### config.mk
export PLATFORM = sky130hd
export DESIGN_NAME = sdram_arbiter_flat
export DESIGN_NICKNAME = d
export VERILOG_FILES = /design/src/rtl/sdram_arbiter_if.sv /design/src/rtl/sdram_arbiter.sv /design/src/flat_wrapper.sv
export SDC_FILE = /design/constraint.sdc
export NUM_CORES = 1
export LEC_CHECK = 0
export BUFFER_PORTS_ARGS = -buffer_cell sky130_fd_sc_hd__buf_2
export CORE_ASPECT_RATIO = 0.8
export CORE_MARGIN = 1.5
export CORE_UTILIZATION = 52
export CTS_BUF_LIST = sky130_fd_sc_hd__clkbuf_4 sky130_fd_sc_hd__clkbuf_8 sky130_fd_sc_hd__clkbuf_16
export CTS_CLUSTER_DIAMETER = 50
export DETAILED_ROUTE_END_ITERATION = 10
export PLACE_DENSITY_LB_ADDON = 0.12
export SYNTH_ARGS = -nofsm -noshare
export SYNTH_HDL_FRONTEND = slang
export SYNTH_SLANG_ARGS = --single-unit
### constraint.sdc
create_clock -name clock -period 5.01 [get_ports clock]
set_clock_uncertainty 0.05 [all_clocks]
set_input_delay 0.7515 -clock clock [delete_from_list [all_inputs] [get_ports clock]]
set_output_delay 0.7515 -clock clock [all_outputs]
set_load 0.005 [all_outputs]
### src/rtl/sdram_arbiter_if.sv
// sdram_arbiter_if: bundles everything that passes between the system bus
// requesters, the sdram controller and the arbiter.
//   ready            sdram initialisation done
//   p0*/p1*          two requester ports: level Rd/Wr, address A, write
//                    data D, read data Q, one-cycle completion Ack
//   ramRefresh/Write/Read, ramA, ramD, ramQ
//                    strobes, address and data to/from the sdram controller
// Modport slave is the arbiter side; modport master is the environment
// (requesters plus controller).
interface sdram_arbiter_if;
  logic        ready;
  logic        p0Rd;
  logic        p0Wr;
  logic [23:0] p0A;
  logic [15:0] p0D;
  logic [15:0] p0Q;
  logic        p0Ack;
  logic        p1Rd;
  logic        p1Wr;
  logic [23:0] p1A;
  logic [15:0] p1D;
  logic [15:0] p1Q;
  logic        p1Ack;
  logic        ramRefresh;
  logic        ramWrite;
  logic        ramRead;
  logic [23:0] ramA;
  logic [15:0] ramD;
  logic [15:0] ramQ;

  modport slave (
    input  ready, p0Rd, p0Wr, p0A, p0D, p1Rd, p1Wr, p1A, p1D, ramQ,
    output p0Q, p0Ack, p1Q, p1Ack, ramRefresh, ramWrite, ramRead, ramA, ramD
  );

  modport master (
    output ready, p0Rd, p0Wr, p0A, p0D, p1Rd, p1Wr, p1A, p1D, ramQ,
    input  p0Q, p0Ack, p1Q, p1Ack, ramRefresh, ramWrite, ramRead, ramA, ramD
  );
endinterface

### src/rtl/sdram_arbiter.sv
// sdram_arbiter: shares one sdram controller between two requester ports and
// an internal refresh scheduler. Each granted operation occupies a fixed slot
// of SLOT clocks; the controller has no busy output, so the slot timer is
// what spaces operations apart.
// Ports:
//   clock  system clock (same as the sdram controller)
//   reset  asynchronous, active-low
//   bus    sdram_arbiter_if.slave: requester ports and controller signals
module sdram_arbiter #(
  parameter int SLOT           = 16,
  parameter int REFRESH_PERIOD = 390
) (
  input logic            clock,
  input logic            reset,
  sdram_arbiter_if.slave bus
);

  localparam logic [4:0]  SC_LAST = 5'(SLOT - 1);
  localparam logic [4:0]  SC_PRE  = 5'(SLOT - 2);
  localparam logic [11:0] RF_LAST = 12'(REFRESH_PERIOD - 1);

  typedef enum logic { S_IDLE, S_SLOT } state_t;
  typedef enum logic [1:0] { OP_RD, OP_WR, OP_RF } op_t;

  state_t      state, state_n;
  logic [4:0]  sc, sc_n;
  op_t         op;
  logic        gnt;        // port id of the current slot
  logic        last;       // last granted port (refresh does not count)
  logic [11:0] rc;
  logic        rf_pending;
  logic [23:0] ram_a;
  logic [15:0] ram_d;
  logic [15:0] q0, q1;

  logic p0_req, p1_req, rf_set, rf_req;
  logic grant_rf, grant_p0, grant_p1;

  assign p0_req = bus.p0Rd | bus.p0Wr;
  assign p1_req = bus.p1Rd | bus.p1Wr;
  // A wrap in this very cycle already counts as pending so that it beats a
  // port request arriving at the same edge.
  assign rf_set = bus.ready && (rc == RF_LAST);
  assign rf_req = rf_pending | rf_set;

  always_ff @(posedge clock or negedge reset) begin
    if (!reset) begin
      state <= S_IDLE;
      sc    <= 5'd0;
    end else begin
      state <= state_n;
      sc    <= sc_n;
    end
  end

  always_comb begin
    state_n  = state;
    sc_n     = sc;
    grant_rf = 1'b0;
    grant_p0 = 1'b0;
    grant_p1 = 1'b0;
    case (state)
      S_IDLE: begin
        if (bus.ready) begin
          if (rf_req)
            grant_rf = 1'b1;
          else if (p1_req && (!last || !p0_req))
            grant_p1 = 1'b1;
          else if (p0_req)
            grant_p0 = 1'b1;
          if (grant_rf || grant_p0 || grant_p1) begin
            state_n = S_SLOT;
            sc_n    = 5'd0;
          end
        end
      end
      S_SLOT: begin
        if (sc == SC_LAST) begin
          state_n = S_IDLE;
          sc_n    = 5'd0;
        end else begin
          sc_n = sc + 5'd1;
        end
      end
      default: begin
        state_n = S_IDLE;
        sc_n    = 5'd0;
      end
    endcase
  end

  always_ff @(posedge clock or negedge reset) begin
    if (!reset) begin
      op         <= OP_RD;
      gnt        <= 1'b0;
      last       <= 1'b1;
      rc         <= 12'd0;
      rf_pending <= 1'b0;
      ram_a      <= 24'd0;
      ram_d      <= 16'd0;
      q0         <= 16'd0;
      q1         <= 16'd0;
    end else begin
      if (grant_p0) begin
        ram_a <= bus.p0A;
        ram_d <= bus.p0D;
        op    <= bus.p0Wr ? OP_WR : OP_RD;
        gnt   <= 1'b0;
        last  <= 1'b0;
      end else if (grant_p1) begin
        ram_a <= bus.p1A;
        ram_d <= bus.p1D;
        op    <= bus.p1Wr ? OP_WR : OP_RD;
        gnt   <= 1'b1;
        last  <= 1'b1;
      end else if (grant_rf) begin
        op <= OP_RF;
      end

      // Capture read data on the edge into the last slot cycle so Q is
      // valid together with Ack.
      if (state == S_SLOT && sc == SC_PRE && op == OP_RD) begin
        if (gnt) q1 <= bus.ramQ;
        else     q0 <= bus.ramQ;
      end

      if (!bus.ready || rc == RF_LAST) rc <= 12'd0;
      else                             rc <= rc + 12'd1;

      rf_pending <= rf_req & ~grant_rf;
    end
  end

  logic strobe_on, ack_on;
  assign strobe_on = (state == S_SLOT) && (sc < 5'd2);
  assign ack_on    = (state == S_SLOT) && (sc == SC_LAST) && (op != OP_RF);

  assign bus.ramRead    = strobe_on && (op == OP_RD);
  assign bus.ramWrite   = strobe_on && (op == OP_WR);
  assign bus.ramRefresh = strobe_on && (op == OP_RF);
  assign bus.ramA       = ram_a;
  assign bus.ramD       = ram_d;
  assign bus.p0Q        = q0;
  assign bus.p1Q        = q1;
  assign bus.p0Ack      = ack_on && !gnt;
  assign bus.p1Ack      = ack_on && gnt;

endmodule

### src/flat_wrapper.sv
// flat-port wrapper written by rule: the top's interface ports become plain ports
module sdram_arbiter_flat 
#(
  parameter int SLOT           = 16,
  parameter int REFRESH_PERIOD = 390
)
  (clock, reset, bus_ready, bus_p0Rd, bus_p0Wr, bus_p0A, bus_p0D, bus_p1Rd, bus_p1Wr, bus_p1A, bus_p1D, bus_ramQ, bus_p0Q, bus_p0Ack, bus_p1Q, bus_p1Ack, bus_ramRefresh, bus_ramWrite, bus_ramRead, bus_ramA, bus_ramD);
  sdram_arbiter_if bus_i ();
  input logic clock;
  input logic reset;
  input wire logic [$bits(bus_i.ready)-1:0] bus_ready;
  input wire logic [$bits(bus_i.p0Rd)-1:0] bus_p0Rd;
  input wire logic [$bits(bus_i.p0Wr)-1:0] bus_p0Wr;
  input wire logic [$bits(bus_i.p0A)-1:0] bus_p0A;
  input wire logic [$bits(bus_i.p0D)-1:0] bus_p0D;
  input wire logic [$bits(bus_i.p1Rd)-1:0] bus_p1Rd;
  input wire logic [$bits(bus_i.p1Wr)-1:0] bus_p1Wr;
  input wire logic [$bits(bus_i.p1A)-1:0] bus_p1A;
  input wire logic [$bits(bus_i.p1D)-1:0] bus_p1D;
  input wire logic [$bits(bus_i.ramQ)-1:0] bus_ramQ;
  output wire logic [$bits(bus_i.p0Q)-1:0] bus_p0Q;
  output wire logic [$bits(bus_i.p0Ack)-1:0] bus_p0Ack;
  output wire logic [$bits(bus_i.p1Q)-1:0] bus_p1Q;
  output wire logic [$bits(bus_i.p1Ack)-1:0] bus_p1Ack;
  output wire logic [$bits(bus_i.ramRefresh)-1:0] bus_ramRefresh;
  output wire logic [$bits(bus_i.ramWrite)-1:0] bus_ramWrite;
  output wire logic [$bits(bus_i.ramRead)-1:0] bus_ramRead;
  output wire logic [$bits(bus_i.ramA)-1:0] bus_ramA;
  output wire logic [$bits(bus_i.ramD)-1:0] bus_ramD;
  assign bus_i.ready = bus_ready;
  assign bus_i.p0Rd = bus_p0Rd;
  assign bus_i.p0Wr = bus_p0Wr;
  assign bus_i.p0A = bus_p0A;
  assign bus_i.p0D = bus_p0D;
  assign bus_i.p1Rd = bus_p1Rd;
  assign bus_i.p1Wr = bus_p1Wr;
  assign bus_i.p1A = bus_p1A;
  assign bus_i.p1D = bus_p1D;
  assign bus_i.ramQ = bus_ramQ;
  assign bus_p0Q = bus_i.p0Q;
  assign bus_p0Ack = bus_i.p0Ack;
  assign bus_p1Q = bus_i.p1Q;
  assign bus_p1Ack = bus_i.p1Ack;
  assign bus_ramRefresh = bus_i.ramRefresh;
  assign bus_ramWrite = bus_i.ramWrite;
  assign bus_ramRead = bus_i.ramRead;
  assign bus_ramA = bus_i.ramA;
  assign bus_ramD = bus_i.ramD;
  sdram_arbiter #(.SLOT(SLOT), .REFRESH_PERIOD(REFRESH_PERIOD)) u_core (.clock(clock), .reset(reset), .bus(bus_i));
endmodule
======== Word-level counts from Yosys, hierarchy flattened ========
Index checks and enable logic that the tools add are counted.
storage, ports and cells
  register bits after elaboration ......... 95
  bits in latches ......................... 0
  RAM bits ................................ 0
  ROM bits ................................ 0
  output and inout bits ................... 77
  logic and storage cells ................. 93
  memories kept ........................... 0
cells by class
  add/sub/neg operators ................... 2
  multiply operators ...................... 0
  div/mod/pow operators ................... 0
  $lt $le $gt $ge ......................... 1
  eq/ne operators ......................... 8
  shift-type cells ........................ 0
  multiplexer cells ....................... 38
  bitwise operators ....................... 7
  reductions and logical operators ........ 26
operators by type and width
  cell                                                                  count
  24-bit 2-to-1 mux                                                     2
  16-bit 2-to-1 mux                                                     2
  1-bit 2-to-1 mux                                                      25
  5-bit 2-to-1 mux                                                      3
  12-bit by 1-bit adder with 12-bit output, second input constant       1
  12-bit by 9-bit == test with 1-bit output, second input constant      1
  1-bit logical AND                                                     12
  12-bit 2-to-1 mux                                                     1
  5-bit by 4-bit == test with 1-bit output, second input constant       2
  5-bit one-hot mux with 2 select lines                                 1
  2-bit 2-to-1 mux                                                      3
  2-bit AND reduction                                                   3
  5-bit by 1-bit adder with 5-bit output, second input constant         1
  5-bit by 2-bit < comparator with 1-bit output, second input constant  1
  1-bit zero test                                                       4
  1-bit logical OR                                                      4
  2-bit != test, second input constant                                  2
  1-bit inverter                                                        3
  1-bit OR                                                              3
  3-bit nonzero test                                                    1
  2-bit by 1-bit == test with 1-bit output, second input constant       1
  2-bit == test, second input constant                                  1
  2-bit zero test                                                       1
  2-bit by 1-bit != test with 1-bit output, second input constant       1
  other kinds (3)                                                       3

======== Depth between registers and ports, before layout ========
Gate-level depths: netlist of the first run.
  depth in word-level cells ............... 13
  depth in mapped cells ................... 8

======== Worst setup path after synthesis of the first run ========
No wires, ideal clock.
  kind .................................... flip-flop to flip-flop
  start ................................... register u_core.sc[0]
  end ..................................... register u_core.q0[10], in the netlist u_core.bus.p0Q[10]
  arrival time ............................ 1.783 ns
  data required time ...................... 4.835 ns
  slack ................................... 3.052 ns
  cell stages (with the launch flop) ...... 9
  buffers on the path ..................... 2
  clock period less this slack ............ 1.958 ns
  path through ............................ dfrtp_1 inv_1 ha_1 nand2_1 nor3_1 and3_1 clkbuf_1 buf_2 mux2_2
between the ends
  word-level cells in the longest chain between the ends .. 4
ends and longest elaborated chain
  element                                   RTL line              source
  start: declaration                        sdram_arbiter.sv:26   logic [4:0] sc, sc_n;
  start signal: assignment                  sdram_arbiter.sv:52   sc <= sc_n;
  5-bit by 4-bit == test with 1-bit output  sdram_arbiter.sv:122  if (state == S_SLOT && sc == SC_PRE && op == OP_RD) begin
  1-bit logical AND (2 in a row)            sdram_arbiter.sv:122
  2-bit AND reduction (no line)             -
  end signal: assignment                    sdram_arbiter.sv:124  else q0 <= bus.ramQ;
  end: declaration                          sdram_arbiter.sv:34   logic [15:0] q0, q1;
No other way between the ends.
A chain may end at the register's enable or synchronous reset.

======== Worst setup path in the final report of the first run ========
  start ................................... register u_core.sc[1]
  end ..................................... output port bus_ramWrite
between the ends
  word-level cells in the longest chain between the ends .. 3
ends and longest elaborated chain
  element                                        RTL line              source
  5-bit by 2-bit < comparator with 1-bit output  sdram_arbiter.sv:135  assign strobe_on = (state == S_SLOT) && (sc < 5'd2);
  1-bit logical AND                              sdram_arbiter.sv:135
  1-bit logical AND                              sdram_arbiter.sv:139  assign bus.ramWrite = strobe_on && (op == OP_WR);
  end: declaration                               flat_wrapper.sv:26    output wire logic [$bits(bus_i.ramWrite)-1:0] bus_ramWrite;
No other way between the ends.

==> results.sh, run 1 <==
export IMPL_synth_area_leaders="dfrtp_1 54%, mux2_2 8.2%, a31oi_1 5.7%"
export IMPL_routed_top_layer="met4"
export IMPL_crit_type="flip-flop to output port"
export IMPL_avgViaCountPerCell=5.618
export IMPL_wl_per_cell_um=15.80
export IMPL_synth_cell_types=40
export IMPL_overflow=0
export IMPL_p_sw_mw=0.9375
export IMPL_dieWidth_um=105.7
export IMPL_synth_edf_count=0
export IMPL_port_buffers=179
export IMPL_synth_area_um2=4389
export IMPL_start_kind="flip-flop"
export IMPL_ant_nets=0
export IMPL_synth_ff_type="dfrtp_1"
export IMPL_yosys_area_top_type="dfrtp_1"
export IMPL_cap_violations=0
export IMPL_cts_sinks=95
export IMPL_tightest_slew_ns=0.8545
export IMPL_setup_viol_count_final=0
export IMPL_grtUsageTotal_pct=25.51
export IMPL_initial_utilization_pct=54.49
export IMPL_syn_avg_cell_area_um2=10.23
export IMPL_area_growth_pct=25.46
export IMPL_cts_tree="yes"
export IMPL_cts_resized=0
export IMPL_yosys_warnings=0
export IMPL_status="completed"
export IMPL_drc_errors=0
export IMPL_htree_levels=3
export IMPL_p_comb_share_pct=34.9
export IMPL_async_flop_share_pct=100.0
export IMPL_ys_seq_area_share_pct=54.19
export IMPL_fin_crit_ns=2.348
export IMPL_io_pins=180
export IMPL_arrival_ns=1.55
export IMPL_met2_length_um=5141
export IMPL_wl_met3_um=798
export IMPL_synth_top_area_share_pct=53.59
export IMPL_core_um2=8055
export IMPL_slew_headroom_pct=43.03
export IMPL_grt_pass1_wl_um=18230
export IMPL_drive_above_1_share_pct=39.73
export IMPL_antenna_found_initial=0
export IMPL_post_cts_repair_setup_buffers=0
export IMPL_finalSetupTns_ns=0
export IMPL_rsz0062_at_grt="no"
export IMPL_cts_root_buf="clkbuf_8"
export IMPL_path_clk_slew_ns=0.09
export IMPL_finalCritPeriodShare_pct=46.87
export IMPL_num_antenna_cells=0
export IMPL_firstDrtPassIters=4
export IMPL_numCtsBuffers=9
export IMPL_p_sw_share_pct=34.27
export IMPL_gp_congestion=0.8141
export IMPL_die_h_um=85.18
export IMPL_finalHoldViolations=0
export IMPL_p_clk_share_pct=19.1
export IMPL_slew_viol_final=0
export IMPL_mappedNetlistNets=536
export IMPL_fmax_ghz=0.4258
export IMPL_cp_max_fo=5
export IMPL_first_iter_violations=212
export IMPL_syn_inst=429
export IMPL_max_vdd_ir_drop_mv=0.2369
export IMPL_die_area_um2=9004
export IMPL_grt_max_degree=52
export IMPL_cts_buffer_depth=2
export IMPL_power_density_nw_per_um2=496.8
export IMPL_fillers=670
export IMPL_dpl_cell_area_um2=5300
export IMPL_cts_hold_buf=0
export IMPL_drt_met1_wl_um=5040
export IMPL_grt_pass1_vias=3729
export IMPL_finalPower_mw=2.736
export IMPL_required_ns=4.21
export IMPL_p_leak_nw=2.535
export IMPL_seqPwrFrac_pct=46.0
export IMPL_p_int_mw=1.798
export IMPL_clkLatencyLatePin_ns=0.35
export IMPL_wirelength_um=11170
export IMPL_rows=29
export IMPL_design_area_um2=5507
export IMPL_hpwl_um=7863
export IMPL_final_nets=701
export IMPL_reg2reg_slack_ns=2.76
export IMPL_hold_path_class="input pin to async pin"
export IMPL_vias=3972
export IMPL_ys_seq_elements=95
export IMPL_worstSetupEndpointType="output port"
## critical path: stages (launching register included)
cell and delay (ns):
dfrtp_1 0.43, nor4_1 0.30, nand2_1 0.13, nor3b_1 0.20, buf_2 0.14
## per-layer routing
metal / GRT usage (%) / vias up
met3: 5.300 / 18
met4: 8.231 / 0
met2: 39.73 / 182
met1: 36.19 / 1903
met5: 0 / -
li1: - / 1869
## state kept, by name, indices dropped and copies added (netlist names)
register and count:
u_core.bus.ramA 24, u_core.bus.p0Q 16, u_core.bus.p1Q 16, u_core.bus.ramD 16, u_core.rc 12, u_core.sc 5, u_core.op 2, u_core.gnt 1
u_core.last 1, u_core.rf_pending 1, u_core.state 1
## kinds of logic after synthesis
kind of cell / share of synthesized area, %
buffers and inverters: 4.475
AO/OA/AOI/OAI: 18.07
adder cells (fa/ha/maj): 1.140
multiplexers: 8.210
XOR/XNOR: 1.996
AND/OR/NAND/NOR: 11.92
flip-flops: 54.19
## synthesized netlist by cell type (2+ instances only)
cell	number
dfrtp_1	94
nand2_1	55
a21oi_1	43
o21ai_0	41
a31oi_1	40
mux2_2	32
nor2_1	21
clkbuf_1	15
buf_2	7
nand3_1	7
xnor2_1	7
buf_6	5
inv_1	5
nand2b_1	5
nor4_1	5
buf_4	4
ha_1	4
nand4_1	4
nor3_1	4
and3_1	3
nor3b_1	3
xor2_1	3
a2bb2oi_1	2
and2_1	2
o22ai_1	2
o31a_1	2
## cells in the final DEF (no fill, tap or decap), drive strengths merged, types with 2 or more instances in the layout
cell type	Yosys	layout
and2	2	2
nor3b	3	3
a31oi	40	40
o21ai	42	42
and3	3	3
o22ai	2	2
inv	5	8
a2bb2oi	2	2
o31ai	2	2
buf	16	185
nand2	55	55
a21oi	43	43
mux2	32	32
xnor2	7	7
o31a	2	2
dfrtp	94	94
ha	4	4
nor2	21	21
clkbuf	15	10
nor4	5	5
xor2	3	3
nand4	4	4
nand2b	5	5
nor3	4	4
nand3	7	7
## stage by stage
step                util, %  hold WS [ns]  setup slack [ns]  std cells
floorplan                 -        0.4059             3.052        429
global placement      65.80        0.4311             2.492        691
detailed placement    65.80        0.4399             2.414        691
CTS                   68.36        0.3841             2.634        707
global route          68.36        0.4105             2.517        707
finish                68.36        0.3623             2.662        707
## power groups by stage
stage               sequential (mW)  combinational, mW  clock, mW
global placement               1.26              0.944          0
global route                   1.30               1.06      0.567
floorplan                      1.27              0.502          0
finish                         1.26              0.955      0.523
detailed placement             1.26              0.976          0
CTS                            1.26              0.971      0.534
## path summary, 6_finish.rpt
path,start,endpoint,cells past startpoint
max,u_core.sc[1],bus_ramWrite,4
min,reset,u_core.bus.ramA[1],1
max reg2reg,u_core.state,u_core.bus.ramA[14],4
min reg2reg,u_core.bus.p1Q[1],u_core.bus.p1Q[1],1
max in group asynchronous,reset,u_core.last,2
min in group clock,u_core.bus.p1Q[1],u_core.bus.p1Q[1],1
## final cells by class
type,instances,area (µm²),area share [%]
Multi-Input combinational cell,298,1824,33.13
Sequential cell,95,2379,43.19
Inverter,5,18.77,0.3408
Clock buffer,10,131.4,2.386
Tap cell,108,135.1,2.454
Clock inverter,6,75.07,1.363
Timing Repair Buffer,185,943.4,17.13
No activity file was read; power rests on OpenSTA's default activity.
==> run 2, diff against run 1 <==
--- a/config.mk
+++ b/config.mk
@@ -8,7 +8,7 @@
 export BUFFER_PORTS_ARGS = -buffer_cell sky130_fd_sc_hd__buf_2
 export CORE_ASPECT_RATIO = 0.8
 export CORE_MARGIN = 1.5
-export CORE_UTILIZATION = 52
+export CORE_UTILIZATION = 48
 export CTS_BUF_LIST = sky130_fd_sc_hd__clkbuf_4 sky130_fd_sc_hd__clkbuf_8 sky130_fd_sc_hd__clkbuf_16
 export CTS_CLUSTER_DIAMETER = 50
 export DETAILED_ROUTE_END_ITERATION = 10
==> constraint.sdc (replaced) <==
create_clock -name clock -period 2.4 [get_ports clock]
set_clock_uncertainty 0.05 [all_clocks]
set_input_delay 0.36 -clock clock [delete_from_list [all_inputs] [get_ports clock]]
set_output_delay 0.36 -clock clock [all_outputs]
set_load 0.005 [all_outputs]
==> run 2 against run 1 <==
Net effect: wire length up 2.0%; setup slack lost 2.5 ns; sequential cell count did not move; non-clock buffer count grew 8; first-iteration DRC count increased by 0.47%; die area rose by 8.1%.
==> results.sh, run 2 (synthesis gave the netlist of run 1 again) <==
export IMPL_p_int_mw=4.002
export IMPL_fmax_ghz=0.4521
export IMPL_power_density_nw_per_um2=1057
export IMPL_finalCritPeriodShare_pct=92.17
export IMPL_seqPwrFrac_pct=43.8
export IMPL_p_leak_nw=2.607
export IMPL_finalHoldViolations=0
export IMPL_p_comb_share_pct=33.7
export IMPL_cap_violations=0
export IMPL_drive_above_1_share_pct=40.36
export IMPL_dieWidth_um=109.9
export IMPL_p_clk_share_pct=22.5
export IMPL_rows=30
export IMPL_hold_depth=2
export IMPL_cts_sinks=95
export IMPL_antenna_found_initial=0
export IMPL_arrival_ns=2.33
export IMPL_gp_congestion=0.8312
export IMPL_cts_buffer_depth=2
export IMPL_overflow=0
export IMPL_finalSetupTns_ns=0
export IMPL_final_nets=709
export IMPL_grt_max_degree=43
export IMPL_cts_hold_buf=1
export IMPL_cp_max_fo=42
export IMPL_num_antenna_cells=0
export IMPL_numCtsBuffers=9
export IMPL_tightest_slew_ns=0.9217
export IMPL_ant_nets=0
export IMPL_cts_root_buf="clkbuf_16"
export IMPL_avgViaCountPerCell=5.487
export IMPL_slew_viol_final=0
export IMPL_max_vdd_ir_drop_mv=0.5178
export IMPL_slew_headroom_pct=38.41
export IMPL_area_growth_pct=29.10
export IMPL_wirelength_um=11400
export IMPL_mostFrequentLayoutCells="178 x buf_2, 94 x dfrtp_1, 55 x nand2_1"
export IMPL_worstSetupEndpointType="flip-flop"
export IMPL_firstDrtPassIters=4
export IMPL_final_common_cell="buf_2"
export IMPL_fin_crit_ns=2.212
export IMPL_first_iter_violations=213
export IMPL_vias=3945
export IMPL_grt_pass1_wl_um=17560
export IMPL_path_clk_slew_ns=0.07
export IMPL_core_um2=8671
export IMPL_largest_reg_flops=24
export IMPL_hpwl_um=7944
export IMPL_htree_levels=3
export IMPL_io_pins=180
export IMPL_initial_utilization_pct=50.62
export IMPL_p_sw_share_pct=33.16
export IMPL_fillers=731
export IMPL_required_ns=2.52
export IMPL_crit_type="flip-flop to flip-flop"
export IMPL_rsz0062_at_grt="no"
export IMPL_whs_ns=0.2223
export IMPL_port_buffers=179
export IMPL_r2r_cells=4
export IMPL_clkLatencyLatePin_ns=0.33
export IMPL_status="completed"
export IMPL_post_cts_repair_setup_buffers=0
export IMPL_cts_tree="yes"
export IMPL_die_area_um2=9730
export IMPL_cts_resized=0
export IMPL_p_sw_mw=1.985
export IMPL_drc_errors=0
export IMPL_die_h_um=88.53
export IMPL_start_kind="flip-flop"
export IMPL_grt_pass1_vias=3589
export IMPL_grtUsageTotal_pct=23.28
export IMPL_wl_per_cell_um=15.85
export IMPL_hold_path_class="input pin to flip-flop"
export IMPL_setup_viol_count_final=0
## run 2: per-layer routing
| metal | routed length, µm | track usage [%] | vias up |
|---|---|---|---|
| met3 | 872 | 5.670 | 13 |
| met1 | 5200 | 31.76 | 1895 |
| met4 | 138 | 6.848 | 0 |
| li1 | - | - | 1884 |
| met2 | 5185 | 37.15 | 153 |
| met5 | 0 | 0 | - |
## run 2: final timing paths
kind	start	to	slack (ns)
setup / recovery	u_core.rc[5]	u_core.bus.ramD[14]	0.19
min in group asynchronous	reset	u_core.sc[4]	0.52
setup reg to reg	u_core.rc[5]	u_core.bus.ramD[14]	0.19
hold reg to reg	u_core.bus.p0Q[0]	u_core.bus.p0Q[0]	0.45
max in group asynchronous	reset	u_core.bus.ramD[8]	1.08
hold / removal	bus_ramQ[0]	u_core.bus.p0Q[0]	0.22
## run 2: cell type report
type                            instances  area, µm²  share of cell area, %
Clock inverter                          5      41.29                 0.7286
Tap cell                              112      140.1                  2.473
Multi-Input combinational cell        298       1829                  32.28
Inverter                                5      18.77                 0.3312
Sequential cell                        95       2379                  41.97
Clock buffer                           11      240.2                  4.239
Timing Repair Buffer                  193       1018                  17.97
## run 2: power by group through the flow
stage | clock [mW] | combinational (mW) | sequential, mW
CTS | 1.37 | 2.05 | 2.62
global route | 1.44 | 2.28 | 2.71
floorplan | 0 | 1.05 | 2.66
finish | 1.35 | 2.02 | 2.62
global placement | 0 | 1.99 | 2.62
detailed placement | 0 | 2.05 | 2.63
## run 2: metrics by stage
| step | instance area [µm²] | power, mW | instances | utilization, % | setup slack [ns] |
|---|---|---|---|---|---|
| CTS | 5667 | 6.039 | 719 | 65.35 | 0.1773 |
| global route | 5667 | 6.427 | 719 | 65.35 | 0.06577 |
| detailed placement | 5375 | 4.685 | 702 | 61.99 | 0.1537 |
| global placement | 5375 | 4.611 | 702 | 61.99 | 0.2462 |
| finish | 5667 | 5.988 | 719 | 65.35 | 0.1879 |
| floorplan | 4389 | 3.706 | 429 | - | 0.4419 |
## run 2: worst max-delay path, cell delays in order (launching register included)
cell and delay [ns]:
dfrtp_1 0.42, or4_1 0.62, o31a_2 0.61, a21oi_1 0.28, a31oi_1 0.06
